==> config.mk <==
export PLATFORM = sky130hd
export DESIGN_NAME = regfile_port_ctrl
export DESIGN_NICKNAME = d
export VERILOG_FILES = /design/src/rtl/regfile_port_ctrl.sv
export SDC_FILE = /design/constraint.sdc
export NUM_CORES = 1
export LEC_CHECK = 0
export CAP_MARGIN = 30
export CORE_ASPECT_RATIO = 0.8
export CORE_MARGIN = 4
export CORE_UTILIZATION = 39
export CTS_CLUSTER_DIAMETER = 50
export DETAILED_ROUTE_END_ITERATION = 10
export PLACE_DENSITY = 0.91
export SETUP_SLACK_MARGIN = 0.05
export SYNTH_ARGS = -nofsm -noshare
export SYNTH_HDL_FRONTEND = slang
export SYNTH_SLANG_ARGS = --single-unit
==> constraint.sdc <==
create_clock -name clk -period 4.57 [get_ports clk]
set_input_delay 0.914 -clock clk [delete_from_list [all_inputs] [get_ports clk]]
set_output_delay 0.914 -clock clk [all_outputs]
set_load 0.005 [all_outputs]
==> src/rtl/regfile_port_ctrl.sv <==
`timescale 1ns/1ps
// regfile_port_ctrl: initiator-side controller for the dual-port register file.
// It fetches two source operands. Port A is read-only. Port B carries the src2 read
// whenever a writeback is not using it, and writebacks always win port B.
// The controller also resolves a port-A read that lands on the same address as a
// port-B write in the same cycle.
// Build option REGFILE_BYPASS_EN: when it is defined, colliding writeback data is
// forwarded into the captured operand. When it is undefined (the default build), the
// colliding port-A read is dropped for that cycle and reissued on the next cycle.
module regfile_port_ctrl #(
  parameter int DATA_W = 32,
  parameter int ADDR_W = 5
) (
  input  logic              clk,
  input  logic              rst,
  input  logic              req_valid,
  output logic              req_ready,
  input  logic [ADDR_W-1:0] req_src1,
  input  logic [ADDR_W-1:0] req_src2,
  output logic              rsp_valid,
  input  logic              rsp_ready,
  output logic [DATA_W-1:0] rsp_op1,
  output logic [DATA_W-1:0] rsp_op2,
  input  logic              wb_valid,
  output logic              wb_ready,
  input  logic [ADDR_W-1:0] wb_addr,
  input  logic [DATA_W-1:0] wb_data,
  output logic              rf_wen_a,
  output logic              rf_rd_a,
  output logic [ADDR_W-1:0] rf_addr_a,
  output logic [DATA_W-1:0] rf_din_a,
  input  logic [DATA_W-1:0] rf_dout_a,
  output logic              rf_wen_b,
  output logic              rf_rd_b,
  output logic [ADDR_W-1:0] rf_addr_b,
  output logic [DATA_W-1:0] rf_din_b,
  input  logic [DATA_W-1:0] rf_dout_b
);

  typedef enum logic [2:0] {
    IDLE  = 3'd0,
    ISSUE = 3'd1,
    CAP2  = 3'd2,
    CAP1  = 3'd3,
    CAPA  = 3'd4,
    RESP  = 3'd5
  } state_t;

  state_t            state;
  logic [ADDR_W-1:0] src1_q;
  logic [ADDR_W-1:0] src2_q;
  logic              rd_a_prev;

  logic              wb_fire;
  logic              rd_a_want;
  logic [ADDR_W-1:0] rd_a_addr;
  logic              hazard_a;
  logic              port_b_busy;
  logic [DATA_W-1:0] cap1_val;
  logic [DATA_W-1:0] capa_val;

`ifdef REGFILE_BYPASS_EN
  logic              fwd1;
  logic              fwd2;
  logic [DATA_W-1:0] fwd_data1;
  logic [DATA_W-1:0] fwd_data2;
`else
  logic              b_lost;
`endif

  // Strobe generation and handshakes: strobes decode from the state and the live writeback inputs
  always_comb begin
    wb_ready    = ~rst;
    wb_fire     = wb_valid & ~rst;
    req_ready   = (state == IDLE) & ~rst;
    rsp_valid   = (state == RESP);
    rd_a_want   = (state == ISSUE) || (state == CAP1);
    rd_a_addr   = (state == ISSUE) ? src1_q : src2_q;
    hazard_a    = rd_a_want && wb_fire && (wb_addr == rd_a_addr);
`ifdef REGFILE_BYPASS_EN
    rf_rd_a     = rd_a_want;
    port_b_busy = wb_fire;
    cap1_val    = fwd1 ? fwd_data1 : rf_dout_a;
    capa_val    = fwd2 ? fwd_data2 : rf_dout_a;
`else
    rf_rd_a     = rd_a_want && !hazard_a;
    port_b_busy = wb_fire || b_lost;
    cap1_val    = rf_dout_a;
    capa_val    = rf_dout_a;
`endif
    rf_addr_a   = rf_rd_a ? rd_a_addr : '0;
    rf_wen_a    = 1'b0;
    rf_din_a    = '0;
    rf_rd_b     = (state == ISSUE) && !port_b_busy;
    rf_wen_b    = wb_fire;
    rf_addr_b   = wb_fire ? wb_addr : (rf_rd_b ? src2_q : '0);
    rf_din_b    = wb_fire ? wb_data : '0;
  end

  // Fetch sequencer: latches sources, steps the read/capture states and holds the response
  always_ff @(posedge clk or posedge rst) begin
    if (rst) begin
      state     <= IDLE;
      src1_q    <= '0;
      src2_q    <= '0;
      rd_a_prev <= 1'b0;
      rsp_op1   <= '0;
      rsp_op2   <= '0;
`ifdef REGFILE_BYPASS_EN
      fwd1      <= 1'b0;
      fwd2      <= 1'b0;
      fwd_data1 <= '0;
      fwd_data2 <= '0;
`else
      b_lost    <= 1'b0;
`endif
    end else begin
      rd_a_prev <= rf_rd_a;
      case (state)
        IDLE: begin
          if (req_valid) begin
            src1_q <= req_src1;
            src2_q <= req_src2;
`ifdef REGFILE_BYPASS_EN
            fwd1   <= 1'b0;
            fwd2   <= 1'b0;
`else
            b_lost <= 1'b0;
`endif
            state  <= ISSUE;
          end
        end
        ISSUE: begin
`ifdef REGFILE_BYPASS_EN
          fwd1 <= hazard_a;
          if (hazard_a) begin
            fwd_data1 <= wb_data;
          end
          state <= port_b_busy ? CAP1 : CAP2;
`else
          if (hazard_a) begin
            b_lost <= 1'b1;
          end else begin
            state <= port_b_busy ? CAP1 : CAP2;
          end
`endif
        end
        CAP2: begin
          rsp_op1 <= rf_dout_a;
          rsp_op2 <= rf_dout_b;
          state   <= RESP;
        end
        CAP1: begin
          if (rd_a_prev) begin
            rsp_op1 <= cap1_val;
          end
`ifdef REGFILE_BYPASS_EN
          fwd2 <= hazard_a;
          if (hazard_a) begin
            fwd_data2 <= wb_data;
          end
          state <= CAPA;
`else
          if (!hazard_a) begin
            state <= CAPA;
          end
`endif
        end
        CAPA: begin
          rsp_op2 <= capa_val;
          state   <= RESP;
        end
        RESP: begin
          if (rsp_ready) begin
            state <= IDLE;
          end
        end
        default: state <= IDLE;
      endcase
    end
  end

endmodule

[Word-level counts from Yosys, hierarchy flattened]
Cells that the tools add are included.
Storage, ports and cells
  register bits: 79
  output and inout port bits: 145
  word-level logic and storage cells: 56
  input bits: 116
Cells by class
  muxes and demuxes: 17
  reduce and logical (&&, ||, !) cells: 17
  bitwise logic cells: 3
  equal/unequal tests: 12
Operator list (number)
  case mux 32 bit (2 select lines): 2
  two-way mux 32 bit: 2
  two-way mux 5 bit: 4
  case mux 3 bit (5 select lines): 1
  two-way mux 3 bit: 4
  != test 2 bit, second input constant: 5
  equality test 3 x 2 -> 1 bit, second input constant: 2
  equality test 3 bit, second input constant: 2
  nonzero test 2 bit: 3
  equality test 5 bit: 1
  logical AND 1 bit: 4
  AND reduction 2 bit: 2
  AND reduction 4 bit: 1
  equality test 3 x 1 -> 1 bit, second input constant: 1
  logical NOT 3 bit: 1
  two-way mux 1 bit: 3
  AND reduction 3 bit: 1
  bitwise AND 1 bit: 2
  logical NOT 1 bit: 2
  logical OR 1 bit: 2
  != test 2 x 1 -> 1 bit, second input constant: 1
  case mux 1 bit (2 select lines): 1
  OR reduction 2 bit: 1
  inverter 1 bit: 1

[Longest topological paths before layout]
Gate-level depths: netlist of the first run.
  word-level depth: 7
  depth in mapped cells: 8
  depth with buffers taken out: 5

[Worst setup path after synthesis of the first run]
No wires, ideal clock.
  path kind: in2out
  from: input rst
  to: output wb_ready
  setup slack: 1.084 ns
  arrival time: 2.572 ns
  cell stages on the path: 1
  required time: 3.656 ns
  buffers on the path: 0
  path through: inv_1
Between the ends
  word-level cells in the longest chain between the ends: 1
RTL lines
  from (decl): line 15  | input logic rst,
  inverter 1 bit: line 73  | wb_ready = ~rst;
  to (decl): line 25  | output logic wb_ready,
No other way between the ends.

[Final worst setup path of the first run]
  from: input wb_addr[1]
  to: output rf_rd_a
Between the ends
  word-level cells in the longest chain between the ends: 4
RTL lines
  from (decl): line 26  | input logic [ADDR_W-1:0] wb_addr,
  equality test 5 bit: line 79  | hazard_a = rd_a_want && wb_fire && (wb_addr == rd_a_addr);
  logical AND 1 bit: line 79
  logical NOT 1 bit
  logical AND 1 bit: line 86  | rf_rd_a = rd_a_want && !hazard_a;
  to (decl): line 29  | output logic rf_rd_a,
No other way between the ends.

==> results.txt, run 1 <==
* Static power due to leakage: 0.00276 uW
- Summing the areas of all and, or, nand and nor instances in the mapped netlist gives 17.9% of the synthesized area.
* Max IR drop VDD: 0.362 mV
- Routability Congestion: 0.903
- Along the worst hold path, the cell count comes to 1.
- Net switching is 31.5% of the power.
- The critical path in this run is classified as input pin to output port.
- Total die area: 0.0119 mm^2
- In this run the cell area of the synthesized design comes to 0.00397 mm^2.
* Data arrival time of the critical path: 3.12 ns
- For this configuration, the core starts out at a cell density of 40.7%.
- Hold EP: rsp_op1[26]
- Critical path fanouts, max: 7
* Count of final setup violators: 0
- The first detailed-routing pass took 4 iterations.
- HP Start: rsp_op1[26]
* Syn Inst Count: 394
- Proportion of layout cells with a drive suffix above 1: 11.6%
- The final route contains 3,675 vias.
- Overall track demand over capacity in global routing: 23.1%
* Main combinational cell family by area after synthesis: simple AND/OR/NAND/NOR gates
- Max H-tree Level: 3
- STA classifies the critical path endpoint as an output port.
- The count of nets left with antenna violations once routing finished came out at 0.
- Count of state elements after synthesis: 79
* Relative contribution of sequential cells to total power: 32.2%
- CTS tree: yes
- In the final timing run, aggregate negative setup slack is 0 ns.
- Cell Rows: 32
* Class of the worst hold path: register to register
- The tightest hold path in the finished design has a slack of 0.506 ns.
- The flow ran to the end, and the final reports show no timing, DRC or antenna violations.
- The final count of hold timing violations came to 0.
* Synth-to-Final Area Change: 67.0%
- Entering global routing, the biggest net connects 53 pins.
- Buffers placed on the I/O ports in this run total 227.
- After clock tree synthesis, the setup repair step added 0 buffers.
* Synth Area per Inst: 10.1 um^2
* Parity-gate share of the synthesized area counting xor and xnor cells: 0.662%
* Clock net sink count: 79
- DRC viols: 0
- Setup repair after global routing left no endpoint under its margin.
- Switching pwr: 1280 uW
- After routing the design area is 0.00663 mm^2.
* Clock-pin slew of the registers on the worst-case setup and hold paths: 0.06 ns
- After detailed routing, the average wire length per cell comes to 18.2 um.
- Combinational cells account for 46.8% of the total power.
- The later pin in the worst-skew pair is clocked with a latency of 0.33 ns.
* Starting DRT DRC Count: 196
- Clock network fraction of total power: 21.1%
* Total wire length after detailed routing: 13.8 mm
- After layout, the worst path uses 88.2% of the clock period.
- Summing the areas of all compound-gate instances in the mapped netlist gives 8.57% of the synthesized area.
- Root buffer cell: clkbuf_16
- Yosys synthesis warning count: 0
- The routed design could run at a clock period as short as 4.03 ns.
- Summing the areas of all fa, ha and maj instances in the mapped netlist gives 0% of the synthesized area.
- Power Internal: 2790 uW
- The worst register-to-register path ends at state[1].
* Slack of the worst reg-to-reg path: 1.98 ns
- After synthesis, flip-flops and latches occupy 49.8% of the total area.
- After legalization and detailed placement, the total HPWL measured 10.9 mm.
* Number of global-route vias before repair: 3,893
- The number of antenna violations at the first check in global routing is 0.
* Multiplexer share of the synthesized area: 13.2%
- Max-cap viol count: 0
- Boundary pin count: 261
- Clock tree buffer depth: 2
- Post-synthesis cell type count: 36
- Final worst clock skew: 0.00398 ns
- Number of nets in the layout: 730
- Data on the critical path is required at its endpoint by 3.66 ns.
* Normalized max-slew margin: 32.8%
* Die Span Y: 98.3 um
* Worst-case reg-to-reg path depth: 7
- The number of pins exceeding their max-slew limit in the final report was 0.
* Kind of start point of the critical path: input pin
* CTS buffer count: 9
- At the pin with the least slew margin, the transition time is 1.01 ns.
* Quantity of hold-fixing buffers added after cts: 0
- Summed over all layers, the global routing overflow is 0.
- For this run, the top clock speed supported by timing is 0.248 GHz.
* Std-Cell Core Area: 0.00977 mm^2
- In this run the critical register-to-register path is launched from state[1].
- Power spread over the standard cell area amounts to 615 mW/mm^2.
- In this run the cell area measured after placement is 0.00627 mm^2.
* Avg Vias per Cell: 4.87
* Width of the die: 121 um
- The number of antenna diodes in the final layout is 0.
* CTS resizes: 0
- The first global-routing pass estimated 21.5 mm of wire.
-- final cells by class --
| class | count | area (um^2) |
|---|---|---|
| Fill cell | 753 | 3140 |
| Timing Repair Buffer | 235 | 2350 |
| Sequential cell | 79 | 1980 |
| Multi-Input combinational cell | 282 | 1740 |
| Clock buffer | 10 | 229 |
| Tap cell | 136 | 170 |
| Clock inverter | 6 | 133 |
| Inverter | 7 | 27.5 |
-- cells by family after synthesis --
logic type,Yosys count
and+or+nand+nor,149
DFF,79
buffers and inverters,65
AOI/OAI and AO/OA,50
muxes,47
xor gates and xnor gates,3
other,1
-- sequential cells by signal, indices dropped and copies added, names as in the netlist --
register / cells
src2_q: 5
rd_a_prev: 1
state: 3
rsp_op2: 32
rsp_op1: 32
src1_q: 5
b_lost: 1
-- layer usage --
metal | vias to the layer above | GRT usage [%] | part of all wire [%] | routed length (um)
li1 | 1710 | - | - | -
met1 | 1789 | 27.8 | 39 | 5390
met2 | 155 | 40.4 | 52 | 7130
met3 | 21 | 6.49 | 7.5 | 1030
met4 | 0 | 6.27 | 1.6 | 218
met5 | - | 0 | 0 | 0
-- power groups by stage --
stage | Combinational, uW | Clock [uW] | Sequential [uW]
after detailed placement | 1920 | 0 | 1310
after floorplan | 886 | 0 | 1270
final | 1910 | 859 | 1310
after global routing | 2050 | 911 | 1360
after CTS | 1920 | 878 | 1310
after global placement | 1830 | 0 | 1290
-- Yosys cell counts (all sizes together) --
library cell / count / area [um^2]
a211oi: 1 / 7.51
a21oi: 2 / 10.0
a221oi: 1 / 8.76
a22o: 6 / 52.6
a31oi: 20 / 125
and2: 33 / 206
buf: 40 / 295
clkbuf: 18 / 67.6
conb: 1 / 3.75
dfrtp: 79 / 1980
inv: 7 / 26.3
mux2: 41 / 465
mux2i: 6 / 60.1
nand2: 44 / 165
nand2b: 5 / 31.3
nand3: 1 / 5.00
nor2: 48 / 180
nor2b: 7 / 43.8
nor3: 6 / 30.0
nor3b: 1 / 7.51
nor4: 2 / 27.5
o211ai: 1 / 7.51
o21ai: 4 / 20.0
o221ai: 1 / 15.0
o22ai: 12 / 75.1
o32a: 1 / 10.0
o41ai: 1 / 8.76
or2: 1 / 6.26
or3: 1 / 6.26
xnor2: 1 / 8.76
xor2: 2 / 17.5
-- critical path: stages --
cell and delay, ns:
clkdlybuf4s50_1 0.48, nor2b_1 0.16, o41ai_1 0.41, o221ai_2 0.18, nor4_4 0.39, nor2_1 0.10
clkdlybuf4s50_1 0.48
-- placed cells by master (no fill, tap or decap), types with 2 or more instances in the layout --
master           Yosys  final
and2_1              33     33
o21ai_0              3      3
nor2_1              48     47
buf_4               33      7
bufinv_16            0      4
nor3_1               6      6
inv_1                7      6
nand2_1             44     44
clkdlybuf4s50_1      0    227
nand2b_1             5      4
clkbuf_16            0      9
dfrtp_1             79     79
a22o_1               6      6
nor2b_1              7      6
conb_1               1     33
mux2_2              40     40
clkinv_2             0      2
o22ai_1             12     12
a31oi_1             20     20
xor2_1               2      2
mux2i_1              6      6
-- per-stage QoR --
step	std cells	utilization (%)	setup slack (ns)	power [uW]
floorplan	426	-	1.08	2160
global placement	738	63.9	0.613	3120
detailed placement	739	64.2	0.565	3230
CTS	755	67.9	0.565	4110
global route	755	67.9	0.391	4330
finish	755	67.9	0.538	4080
-- how the worst max path moves through the flow --
stage / startpoint / end / cells after the start
2_1_floorplan: rst / wb_ready / 1
3_3_place_gp: wb_addr[1] / rf_rd_a / 7
3_5_place_dp: wb_addr[0] / rf_rd_a / 7
4_1_cts: wb_addr[1] / rf_rd_a / 7
5_1_grt: rst / rf_addr_a[2] / 7
6_report: wb_addr[1] / rf_rd_a / 7
Note: power is estimated with default switching activity, not from simulation.
==> inputs of run 2 (changes only) <==
Settings changed: GPL_ROUTABILITY_DRIVEN from default to 1.
==> results of run 2 <==
Final layout, timing and power as in run 1 (identical DEF).
==> inputs of run 3 (changes only) <==
Settings changed: PLACE_DENSITY 0.91 to 0.95.
==> run 3 against run 2 <==
First-iteration DRC count up 35%. Clock skew up 0.00066 ns. Global-route usage down 1.3 points. Worst hold slack worse by 0.0091 ns. Count of clock-buffer cells in the layout unchanged. Sequential cell count unchanged. Critical path depth unchanged. Die area unchanged. Sequential power about the same. Via count down 0.38%. Routed wire length down 2.5%.
==> results.txt, run 3 (synthesis results as in run 1) <==
* Relative contribution of sequential cells to total power: 32.4% (was 32.2%)
- CTS buffer count: 9 (unchanged)
* Reg2reg start: state[1] (unchanged)
- The share of the core filled with cells in the final layout was 68.1% (was 67.9%).
- The global placer's final weighted congestion was 0.938 (was 0.903).
- The period utilization was 92.9% (was 88.2%).
- The starting density of the core was 40.7% (unchanged).
- Overflow after GRT: 0 (unchanged)
- Clock-pin slew of the registers on the worst-case setup and hold paths: 0.06 ns (about the same)
- Proportion of layout cells with a drive suffix above 1: 11.6% (unchanged)
- The shortest period the worst path allows was 4.25 ns (was 4.03 ns).
- The height of the chip is 98.3 um (unchanged).
* Source of the critical timing path: wb_addr[1] (unchanged)
* Max H-tree Level: 3 (unchanged)
- The post-detailed-placement cell area came to 0.00625 mm^2 (was 0.00627 mm^2).
- Unrepaired setup endpoints after global routing: no (unchanged).
- Worst path setup slack after routing: 0.324 ns (was 0.538 ns)
* Wire per inst: 17.8 um (was 18.2 um)
- The worst-margin pin slew is 1.06 ns (was 1.01 ns).
- Static power due to leakage: 0.00277 uW (was 0.00276 uW)
* Detail Route Antenna Nets: 0 (unchanged)
- The number of setup violations in the final report was 0 (unchanged).
- The insertion delay to the later sink of the worst-skew pair came to 0.31 ns (was 0.33 ns).
- The capturing element type of the critical path is an output port (unchanged).
- The total routing usage reported by global routing is 21.8% (was 23.1%).
* IO buf count: 227 (unchanged)
- Clock tree buffer depth: 2 (unchanged)
* Clock net sink count: 79 (unchanged)
- The switching power as a share of total power came to 31.8% (was 31.5%).
- Width of the die: 121 um (unchanged)
* Final-report max-slew violation count: 0 (unchanged)
* Clock network fraction of total power: 19.9% (was 21.1%)
- Most frequent cells in the layout: 227 x clkdlybuf4s50_1, 79 x dfrtp_1, 47 x nor2_1, 44 x nand2_1, 40 x mux2_2 (unchanged).
* Power Internal: 2750 uW (was 2790 uW)
* Synth-to-Final Area Change: 67.4% (was 67.0%)
- Final instance area: 0.00665 mm^2 (was 0.00663 mm^2)
* FMAX: 0.236 GHz (was 0.248 GHz)
- The startpoint type of the worst setup path was an input pin (unchanged).
* Pre-CTS setup slack: 0.390 ns (was 0.565 ns)
* Detailed-routed wire length on met2: 6.98 mm (was 7.13 mm)
* Final HPWL DP: 10.4 mm (was 10.9 mm)
- The number of antenna violations at the first check in global routing was 0 (unchanged).
- Class of the worst hold path: register to register (unchanged)
* Root buffer cell: clkbuf_16 (unchanged)
* Normalized max-slew margin: 29.6% (was 32.8%)
- Relative contribution of combinational cells to total power: 47.8% (was 46.8%)
* Leading cell type in the layout, fill and taps excluded: clkdlybuf4s50_1 (unchanged)
* Cell Rows: 32 (unchanged)
- Total wire length after detailed routing: 13.4 mm (was 13.8 mm)
- Pin count of the biggest net entering global routing: 80 (was 53)
- The count of inserted antenna diode cells is 0 (unchanged).
* CP Class: input pin to output port (unchanged)
* Number of endpoints with negative hold slack in the final report: 0 (unchanged)
* Status: completed (unchanged)
- The number of global-route vias before repair was 3,677 (was 3,893).
- HP Start: rsp_op2[26] (was rsp_op1[26])
- The global-route wire length before repair is 20.5 mm (was 21.5 mm).
* Quantity of hold-fixing buffers added after cts: 0 (unchanged)
* Highest routed metal layer: met4 (unchanged)
* Met3 WL: 659 um (was 1.03 mm)
- The initial detailed-routing violation count was 265 (was 196).
- The number of max-cap violations is 0 (unchanged).
* Switching pwr: 1280 uW (about the same)
- The first-pass iteration count of the detailed router came to 4 (unchanged).
- Std-Cell Core Area: 0.00977 mm^2 (unchanged)
- Data arrival time of the critical path: 3.33 ns (was 3.12 ns)
- Power density cells: 607 mW/mm^2 (was 615 mW/mm^2)
- The number of top-level pins came to 261 (unchanged).
- The worst clock skew came to 0.00464 ns (was 0.00398 ns).
- Largest registers: rsp_op1: 32 flops, rsp_op2: 32 flops (unchanged)
- Critical path fanouts, max: 10 (was 7)
* Met1 wire length: 5.65 mm (was 5.39 mm)
- Number of nets in the layout: 730 (unchanged)
* Required time worst endpoint: 3.66 ns (about the same)
- Via count: 3,661 (was 3,675)
- The worst hold slack after final layout came to 0.497 ns (was 0.506 ns).
* Total die area: 0.0119 mm^2 (unchanged)
- CTS tree: yes (unchanged)
* CTS resizes: 0 (unchanged)
- Setup TNS: 0 ns (unchanged)
* Avg Vias per Cell: 4.85 (was 4.87)
- DRC viols: 0 (unchanged)
* Max IR drop VDD: 0.260 mV (was 0.362 mV)
- The number of buffers added for setup after CTS was 0 (unchanged).
-- run 3: cell types whose count changed in the layout (fill, tap and decap cells not counted), sizes merged --
| cell | change |
|---|---|
| clkinv | +2 |
| bufinv | -1 |
| clkinvlp | -1 |
-- run 3: worst paths after layout --
path,end,slack (ns),cells after the start
max in group asynchronous,src1_q[1],2.97,4
worst max-delay path,rf_addr_a[1],0.32,7
worst max register to register,state[1],2.09,6
min in group asynchronous,state[0],1.02,3
worst min register to register,rsp_op2[26],0.50,2
worst min-delay path,rsp_op2[26],0.50,2
-- run 3: area by class of cell --
| cell class | count | area, um^2 |
|---|---|---|
| multi-input cells | 282 | 1740 |
| clock buffers | 10 | 229 |
| repair buffers | 235 | 2390 |
| well taps | 136 | 170 |
| inverters | 7 | 27.5 |
| flip-flops and latches | 79 | 1980 |
| fillers | 740 | 3120 |
| clock inverters | 6 | 109 |
-- run 3: power by group through the flow --
stage                     logic [uW]  clock network, uW  registers (uW)
after floorplan                  886                  0            1270
after global placement          1830                  0            1280
after detailed placement        1910                  0            1310
after CTS                       1920                820            1300
after global routing            2060                856            1350
final                           1930                802            1310
-- run 3: critical path, stage by stage --
cell and delay (ns):
clkdlybuf4s50_1 0.47, nor2b_1 0.16, o41ai_1 0.42, o221ai_2 0.19, nor4_4 0.53, nor3_1 0.15
clkdlybuf4s50_1 0.49
-- run 3: through the flow --
| step | cells | power (uW) |
|---|---|---|
| after floorplan | 426 | 2160 |
| after global placement | 735 | 3120 |
| after detailed placement | 736 | 3220 |
| after CTS | 752 | 4040 |
| after global routing | 755 | 4270 |
| final | 755 | 4030 |
-- run 3: per-layer routing --
metal / GRT usage [%] / up-vias
met3: 3.71 / 12
met1: 28.8 / 1811
met4: 4.62 / 0
met5: 0 / -
met2: 37.7 / 138
li1: - / 1700
